File: config.mk
export PLATFORM = sky130hd
export DESIGN_NAME = cevero_wb_fifo
export DESIGN_NICKNAME = d
export VERILOG_FILES = /design/src/rtl/cevero_wb_lockstep_checker.sv
export SDC_FILE = /design/constraint.sdc
export NUM_CORES = 1
export LEC_CHECK = 0
export BUFFER_PORTS_ARGS = -buffer_cell sky130_fd_sc_hd__buf_2
export CAP_MARGIN = 20
export CORE_MARGIN = 10
export CORE_UTILIZATION = 45
export DETAILED_ROUTE_END_ITERATION = 6
export PLACE_DENSITY = 0.65
export RECOVER_POWER = 25
export SLEW_MARGIN = 10
export SYNTH_ARGS = -nofsm -noshare
export SYNTH_HDL_FRONTEND = slang
export SYNTH_SLANG_ARGS = --single-unit
export TNS_END_PERCENT = 20
File: constraint.sdc
create_clock -name clk_i -period 6.17 [get_ports clk_i]
set_input_delay 0.617 -clock clk_i [delete_from_list [all_inputs] [get_ports clk_i]]
set_output_delay 0.617 -clock clk_i [all_outputs]
set_load 0.01 [all_outputs]
File: src/rtl/cevero_wb_lockstep_checker.sv
// Lockstep write-back checker: buffers each core's regfile writes in a small FIFO,
// pops both heads together and reports mismatch, overflow (desync) and stall timeout.
module cevero_wb_fifo #(
  parameter int DEPTH = 4,
  parameter int W     = 37
) (
  input  logic         clk_i,
  input  logic         rst_i,
  input  logic         flush_i,
  input  logic         push_i,
  input  logic         pop_i,
  input  logic [W-1:0] din_i,
  output logic [W-1:0] dout_o,
  output logic         empty_o,
  output logic         full_o,
  output logic         nempty_nxt_o
);
  localparam int AW = $clog2(DEPTH);
  localparam int PW = AW + 1;

  logic [W-1:0]  mem_q [DEPTH];
  logic [PW-1:0] wptr_q, wptr_d, rptr_q, rptr_d;

  assign empty_o = (wptr_q == rptr_q);
  // Same index with differing wrap bits means the ring is full.
  assign full_o  = (wptr_q[AW] != rptr_q[AW]) && (wptr_q[AW-1:0] == rptr_q[AW-1:0]);
  assign dout_o  = mem_q[rptr_q[AW-1:0]];

  always_comb begin
    wptr_d = wptr_q + PW'(push_i);
    rptr_d = rptr_q + PW'(pop_i & ~empty_o);
    if (flush_i) begin
      wptr_d = '0;
      rptr_d = '0;
    end
  end

  assign nempty_nxt_o = (wptr_d != rptr_d);

  always_ff @(posedge clk_i) begin
    if (rst_i) begin
      wptr_q <= '0;
      rptr_q <= '0;
    end else begin
      wptr_q <= wptr_d;
      rptr_q <= rptr_d;
    end
  end

  always_ff @(posedge clk_i) begin
    if (push_i && !flush_i) mem_q[wptr_q[AW-1:0]] <= din_i;
  end
endmodule


==> results of run 1 <==
==> cell type report <==
class / count / area (um^2) / area share [%]
multi-input cells: 67 / 1111 / 16.03
flip-flops and latches: 154 / 4569 / 65.94
well taps: 172 / 215.2 / 3.106
diodes: 1 / 2.502 / 0.03611
repair buffers: 84 / 399.1 / 5.760
clock buffers: 18 / 429.2 / 6.194
clock inverters: 14 / 202.7 / 2.925
==> through the flow <==
step	utilization, %	worst slack (ns)	cell area, um^2	hold slack [ns]	cells
after floorplan	-	1.125	5715	0.5357	229
after global placement	50.52	3.052	6324	0.5634	477
after detailed placement	50.52	2.998	6324	0.5687	477
after CTS	55.57	2.521	6955	0.3626	509
after global routing	55.34	2.356	6927	0.3668	509
final	55.36	2.601	6929	0.3848	510
==> logic make-up after synthesis <==
logic type | share of synthesized area [%]
compound gates | 0.2409
simple gates | 1.554
flops | 79.86
mux | 14.58
buf+inv | 1.357
fa+ha+maj | 0.8757
xor+xnor | 1.533
==> flip-flops by register name (all words and copies together), names as in the netlist <==
| signal | cells |
|---|---|
| rptr_q | 3 |
| mem_q | 148 |
| wptr_q | 3 |
==> layer usage <==
layer	vias up	track usage (%)	part of all wire [%]
met1	1313	13.37	41
met2	71	19.19	50
met5	-	0	0
met4	0	6.235	1.8
li1	1172	-	-
met3	15	5.413	6.9
==> path summary, 6_finish.rpt <==
check	from	to	slack (ns)	depth (start not counted)
setup / recovery	rptr_q[1]	nempty_nxt_o	2.60	9
hold / removal	rst_i	wptr_q[2]	0.38	2
setup reg to reg	rptr_q[1]	rptr_q[1]	3.90	6
hold reg to reg	wptr_q[2]	wptr_q[2]	0.58	2
==> critical path, stage by stage, from the launching register on <==
cell,delay (ns)
dfxtp_2,1.04
xnor2_1,0.19
nand2_1,0.11
o21a_1,0.18
ha_1,0.19
ha_1,0.22
xnor2_1,0.15
xnor2_1,0.14
a31oi_1,0.17
buf_2,0.16
==> report_power, final <==
part / leakage (uW) / internal, uW / total [uW] / switching (uW)
logic: 0.000565 / 37.9 / 82.3 / 44.4
clock network: 0.000297 / 711 / 1090 / 382
registers: 0.00139 / 1160 / 1170 / 7.74
total: 0.00226 / 1910 / 2350 / 434
==> cell usage in the layout, fill, tap and decap left out <==
| master | instances |
|---|---|
| xnor2_1 | 9 |
| nor4bb_4 | 2 |
| mux4_2 | 37 |
| xor2_1 | 1 |
| nor4b_2 | 1 |
| diode_2 | 1 |
| nor3_1 | 2 |
| dfxtp_4 | 1 |
| dfxtp_2 | 1 |
| and2_1 | 4 |
| bufinv_16 | 5 |
| and4b_2 | 1 |
| nor2_1 | 3 |
| clkbuf_1 | 24 |
| clkbuf_16 | 17 |
| clkinv_2 | 3 |
| nand2_1 | 1 |
| buf_2 | 58 |
| a31oi_1 | 1 |
| clkinvlp_4 | 4 |
| dfxtp_1 | 4 |
| clkinv_1 | 2 |
| edfxtp_1 | 148 |
| o21a_1 | 1 |
| ha_1 | 4 |
| buf_4 | 3 |
==> reports/metrics.cfg, run 1 <==
[status]
status = completed

[worst_setup_path]
end_kind = output pin
cp_max_fo = 39
worstSetupPathType = reg2out
critPathLaunchType = flip-flop
worstPathArrival_ns = 2.95
worstPathRequired_ns = 5.55

[clock_network]
cts.clk_slew.worst_paths_ns = 0.06
post_cts_buffers = 0
cts_hold_buf = 0
cts_sinks = 154
ctsLongestPathBuffers = 2
htree_levels = 4
cts_root_buf = clkbuf_16
numCtsBuffers = 17
post_cts_resized = 0
clkLatencyLatePin_ns = 0.42
cts_tree = yes

[global_routing]
grt_max_degree = 40
grt_pass1_vias = 2849
track_usage_pct = 12.04
grt_pass1_wl_um = 15700
antenna_found_initial = 1
grt-ovfl-total = 0

[synthesis]
yosysTopAreaCellShare_pct = 77.76
synth_common_cells = edfxtp_1 (148), mux4_2 (37), xnor2_1 (9), dfxtp_1 (6)
synth_flop_cell = edfxtp_1
yosys-top-cells-area = edfxtp_1 (78%), mux4_2 (15%), dfxtp_1 (2.1%)
netlist_area_um2 = 5715
yosysMostFrequentCell = edfxtp_1
syn-mean-instance-area_um2 = 24.96
ys_types = 20
syn_nets = 275
synth_cells = 229
synth_edf_count = 148
async_reset_ff_share_pct = 0
synth_warnings = 0
ys_ff_latch = 154
ys_seq_area_share_pct = 79.86
yosysTopAreaCell = edfxtp_1

[floorplanning]
start_util_pct = 45.66
die_area_um2 = 17610
die_y_um = 132.7
die_x_um = 132.7
io_pins = 82
rows = 41
core_um2 = 12520

[placement]
gp_congestion = 0.7710
io_buffer_count = 81
hpwlAfterDp_um = 6161

[sta]
clock_skew_ns = 0.005873
finalCritPeriodShare_pct = 57.85
maxSlewViolCount = 0
post-route-min-period_ns = 3.569
fmax_ghz = 0.2802
rsz0062_at_grt = false
relSlewSlack_pct = 28.49
tightest_slew_ns = 1.073
hold_viol = 0
tns_ns = 0
setup_viol = 0

[pwr]
p_per_area_nw_per_um2 = 338.7
p_leak_uw = 0.002256
vdd_drop_max_mv = 0.2154
finalPower_uw = 2347

[layout]
area_delta_synth_final_pct = 21.23
fin_nets = 370
nFillCells = 995
drive_above_1_share_pct = 39.47

[detailed_routing]
via_count = 2571
via_per_inst = 5.041
drtIter0Drc = 214
remaining_drc_errors = 0
wl_per_cell_um = 19.97
firstDrtPassIters = 4
ant_nets = 0
drt-total-wl_um = 10190

[job]
maxCapViolations = 0

[hold_path]
hold_path_class = in2reg

Note: power is estimated with default switching activity, not from simulation.
==> run 2: changes to the inputs <==
--- a/config.mk
+++ b/config.mk
@@ -5,12 +5,13 @@
 export SDC_FILE = /design/constraint.sdc
 export NUM_CORES = 1
 export LEC_CHECK = 0
+export ABC_AREA = 1
 export BUFFER_PORTS_ARGS = -buffer_cell sky130_fd_sc_hd__buf_2
 export CAP_MARGIN = 20
 export CORE_MARGIN = 10
 export CORE_UTILIZATION = 45
 export DETAILED_ROUTE_END_ITERATION = 6
-export PLACE_DENSITY = 0.65
+export PLACE_DENSITY = 0.67
 export RECOVER_POWER = 25
 export SLEW_MARGIN = 10
 export SYNTH_ARGS = -nofsm -noshare
==> constraint.sdc (replaced) <==
create_clock -name clk_i -period 3.2 [get_ports clk_i]
set_input_delay 0.32 -clock clk_i [delete_from_list [all_inputs] [get_ports clk_i]]
set_output_delay 0.32 -clock clk_i [all_outputs]
set_load 0.01 [all_outputs]
==> run 2 against run 1 <==
Compared with the run above:
- via count is 40% higher
- register-to-register slack worse by 2.6 ns
- die area up 4.7%
- clock skew rose by 0.0041 ns
==> reports/metrics.cfg, run 2 <==
[floorplanning]
io_pins = 82  ; unchanged
rows = 42  ; +2.4%
start_util_pct = 45.74  ; +0.079 points
die_x_um = 135.8  ; +2.3%
die_area_um2 = 18440  ; +4.7%
die_y_um = 135.8  ; +2.3%
core_um2 = 13190  ; +5.4%

[placement]
dp_cells = 664  ; +39%
hpwlAfterDp_um = 7458  ; +21%
io_buffer_count = 81  ; unchanged
gp_congestion = 0.8294  ; +7.6%

[synthesis]
ys_ff_latch = 154  ; unchanged
syn-mean-instance-area_um2 = 14.33  ; -43%
synth_flop_cell = edfxtp_1
yosysTopAreaCellShare_pct = 73.66  ; -4.1 points
synth_warnings = 0  ; unchanged
synth_edf_count = 148  ; unchanged
ys_types = 23  ; +15%
syn_nets = 467  ; +70%
synth_common_cells = edfxtp_1 (148), nor2_1 (68), o21ai_0 (61), o22ai_1 (27), nand2_1 (19)
async_reset_ff_share_pct = 0  ; unchanged
ys_seq_area_share_pct = 75.65  ; -4.2 points
yosysMostFrequentCell = edfxtp_1
yosysTopAreaCell = edfxtp_1
netlist_area_um2 = 6033  ; +5.6%
synth_cells = 421  ; +84%
yosys-top-cells-area = edfxtp_1 (74%), o21ai_0 (5.1%), nor2_1 (4.2%)

[layout]
final_util_pct = 54.67  ; -0.69 points
mostFrequentLayoutCells = edfxtp_1 (148), nor2_1 (68), o21ai_0 (61)
final_common_cell = edfxtp_1
drive_above_1_share_pct = 24.23  ; -15 points
seq_area_um2 = 4567  ; about the same
nFillCells = 1116  ; +12%
multiInputGateArea_um2 = 1277  ; +15%
fin_nets = 553  ; +49%
n_antenna_cell = 0  ; -1
largest_reg_flops = 148  ; unchanged
fin_cells = 696  ; +36%
area_delta_synth_final_pct = 19.51

[clock_network]
htree_levels = 4  ; unchanged
cts_root_buf = clkbuf_16
cts_hold_buf = 0  ; unchanged
cts.clk_slew.worst_paths_ns = 0.06  ; about the same
post_cts_resized = 0  ; unchanged
cts_sinks = 154  ; unchanged
cts_tree = yes
numCtsBuffers = 17  ; unchanged
clkLatencyLatePin_ns = 0.43  ; about the same
ctsLongestPathBuffers = 2  ; unchanged
post_cts_buffers = 0  ; unchanged

[worst_setup_path]
worstPathRequired_ns = 2.88  ; -2.67 ns
r2r_setup_slack_ns = 1.31  ; -2.59 ns
worstPathArrival_ns = 2.44  ; -0.51 ns
worstSetupPathType = reg2out
end_kind = output pin
crit_path_end = nempty_nxt_o
crit_buf_inv = 3  ; +2
r2r-end = mem_q[3][0]
r2r_start = wptr_q[0]
crit_top_cell = nand3_1
critical_path_cell_count = 12  ; +3
cp_cell_sequence = xnor2_1, nand3_1, nand2_1, inv_1, ha_1, ha_1, inv_1, nand3_1, nand2_1, nor2_1, nand3_1, buf_2
slowest_stage = dfxtp_2
cp_max_fo = 20  ; -49%
cp_top_family = flip-flops
critPathLaunchType = flip-flop
critPathMaxStageDelay_ns = 0.60  ; -0.44 ns
worst-r2r-cell-count = 3  ; -3
worstSetupStartpoint = rptr_q[1]

[global_routing]
grt-ovfl-total = 0  ; unchanged
grt_pass1_wl_um = 19590  ; +25%
antenna_found_initial = 0  ; -1
grt_max_degree = 75  ; +88%
grt_pass1_vias = 3674  ; +29%
track_usage_pct = 14.22  ; +2.2 points

[sta]
rsz0062_at_grt = false
fmax_ghz = 0.3628
clock_skew_ns = 0.01001  ; +0.004133 ns
maxSlewViolCount = 0  ; unchanged
post-route-min-period_ns = 2.757
hold_viol = 0  ; unchanged
relSlewSlack_pct = 35.26  ; +6.8 points
tightest_slew_ns = 0.9712  ; -0.1014 ns
setup_viol = 0  ; unchanged
finalCritPeriodShare_pct = 86.14

[detailed_routing]
via_per_inst = 5.161  ; +2.4%
ant_nets = 0  ; unchanged
drt-total-wl_um = 12730  ; +25%
remaining_drc_errors = 0  ; unchanged
drtIter0Drc = 289  ; +35%
via_count = 3592  ; +40%
firstDrtPassIters = 4  ; unchanged
wl_per_cell_um = 18.29  ; -8.4%

[hold_path]
worstHoldStart = din_i[16]
hold_path_class = in2reg

[pwr]
p_per_area_nw_per_um2 = 627.6  ; +85%
vdd_drop_max_mv = 0.3482  ; +62%
p_leak_uw = 0.002489  ; +10%

[status]
status = completed

[job]
maxCapViolations = 0  ; unchanged

-- run 2: changes by cell type in the layout (fill, tap and decap cells not counted), sizes merged, moves of 5 or more --
cell / delta
inv: +14
nor3: +6
mux4: -37
nor2: +75
o21ai: +74
xnor2: -8
nand2: +18
nand3: +6
o22ai: +37
buf: +5
-- run 2: worst register-to-register path, delay by kind of cell, from the launching register on --
| kind | cells | cell delay (ns) |
|---|---|---|
| AND/OR/NAND/NOR | 1 | 0.69 |
| flip-flops | 1 | 0.43 |
| buffers and inverters | 2 | 0.43 |
-- run 2: power breakdown --
part           switching [uW]  internal, uW  total (uW)
sequential               8.70          2240        2250
combinational             122          66.4         189
clock                     777          1310        2080
total                     908          3620        4530
-- run 2: worst min path at each step --
stage | end | depth (start not counted)
floorplan | rptr_q[0] | 1
global placement | mem_q[0][23] | 1
finish | mem_q[3][16] | 1
CTS | mem_q[1][22] | 1
detailed placement | mem_q[0][22] | 1
global route | mem_q[3][16] | 1
-- run 2: final cells by class --
cell class | instances | share of cell area [%]
Inverter | 13 | 0.7114
Clock inverter | 14 | 2.742
Tap cell | 176 | 3.054
Multi-Input combinational cell | 231 | 17.72
Timing Repair Buffer | 90 | 6.490
Sequential cell | 154 | 63.34
Clock buffer | 18 | 5.952
-- run 2: kinds of logic (layout without fill, tap and decap cells) --
group / Yosys count / in the layout / synth area share, %
flops: 154 / 154 / 75.65
compound gates: 113 / 113 / 11.18
simple gates: 113 / 113 / 8.689
buf+inv: 36 / 135 / 3.505
fa+ha+maj: 4 / 4 / 0.8296
xor+xnor: 1 / 1 / 0.1452
-- run 2: per-layer routing --
layer	part of all wire (%)	wire [um]	GRT usage, %
met1	42	5326	16.40
met2	49	6241	22.81
met5	0	0	0
met3	7.6	969	5.638
met4	1.5	192	6.579
-- run 2: metrics by stage --
step	setup WS [ns]	power (uW)	hold slack, ns	area [um^2]	setup TNS [ns]
2_1_floorplan	-0.3145	2392	0.3916	6033	-46.53
3_3_place_gp	0.9612	2484	0.5299	6614	0
3_5_place_dp	0.9061	2492	0.5352	6614	0
4_1_cts	0.4077	4572	0.09171	7241	0
5_1_grt	0.2160	4677	0.1125	7211	0
6_report	0.4434	4525	0.1078	7211	0
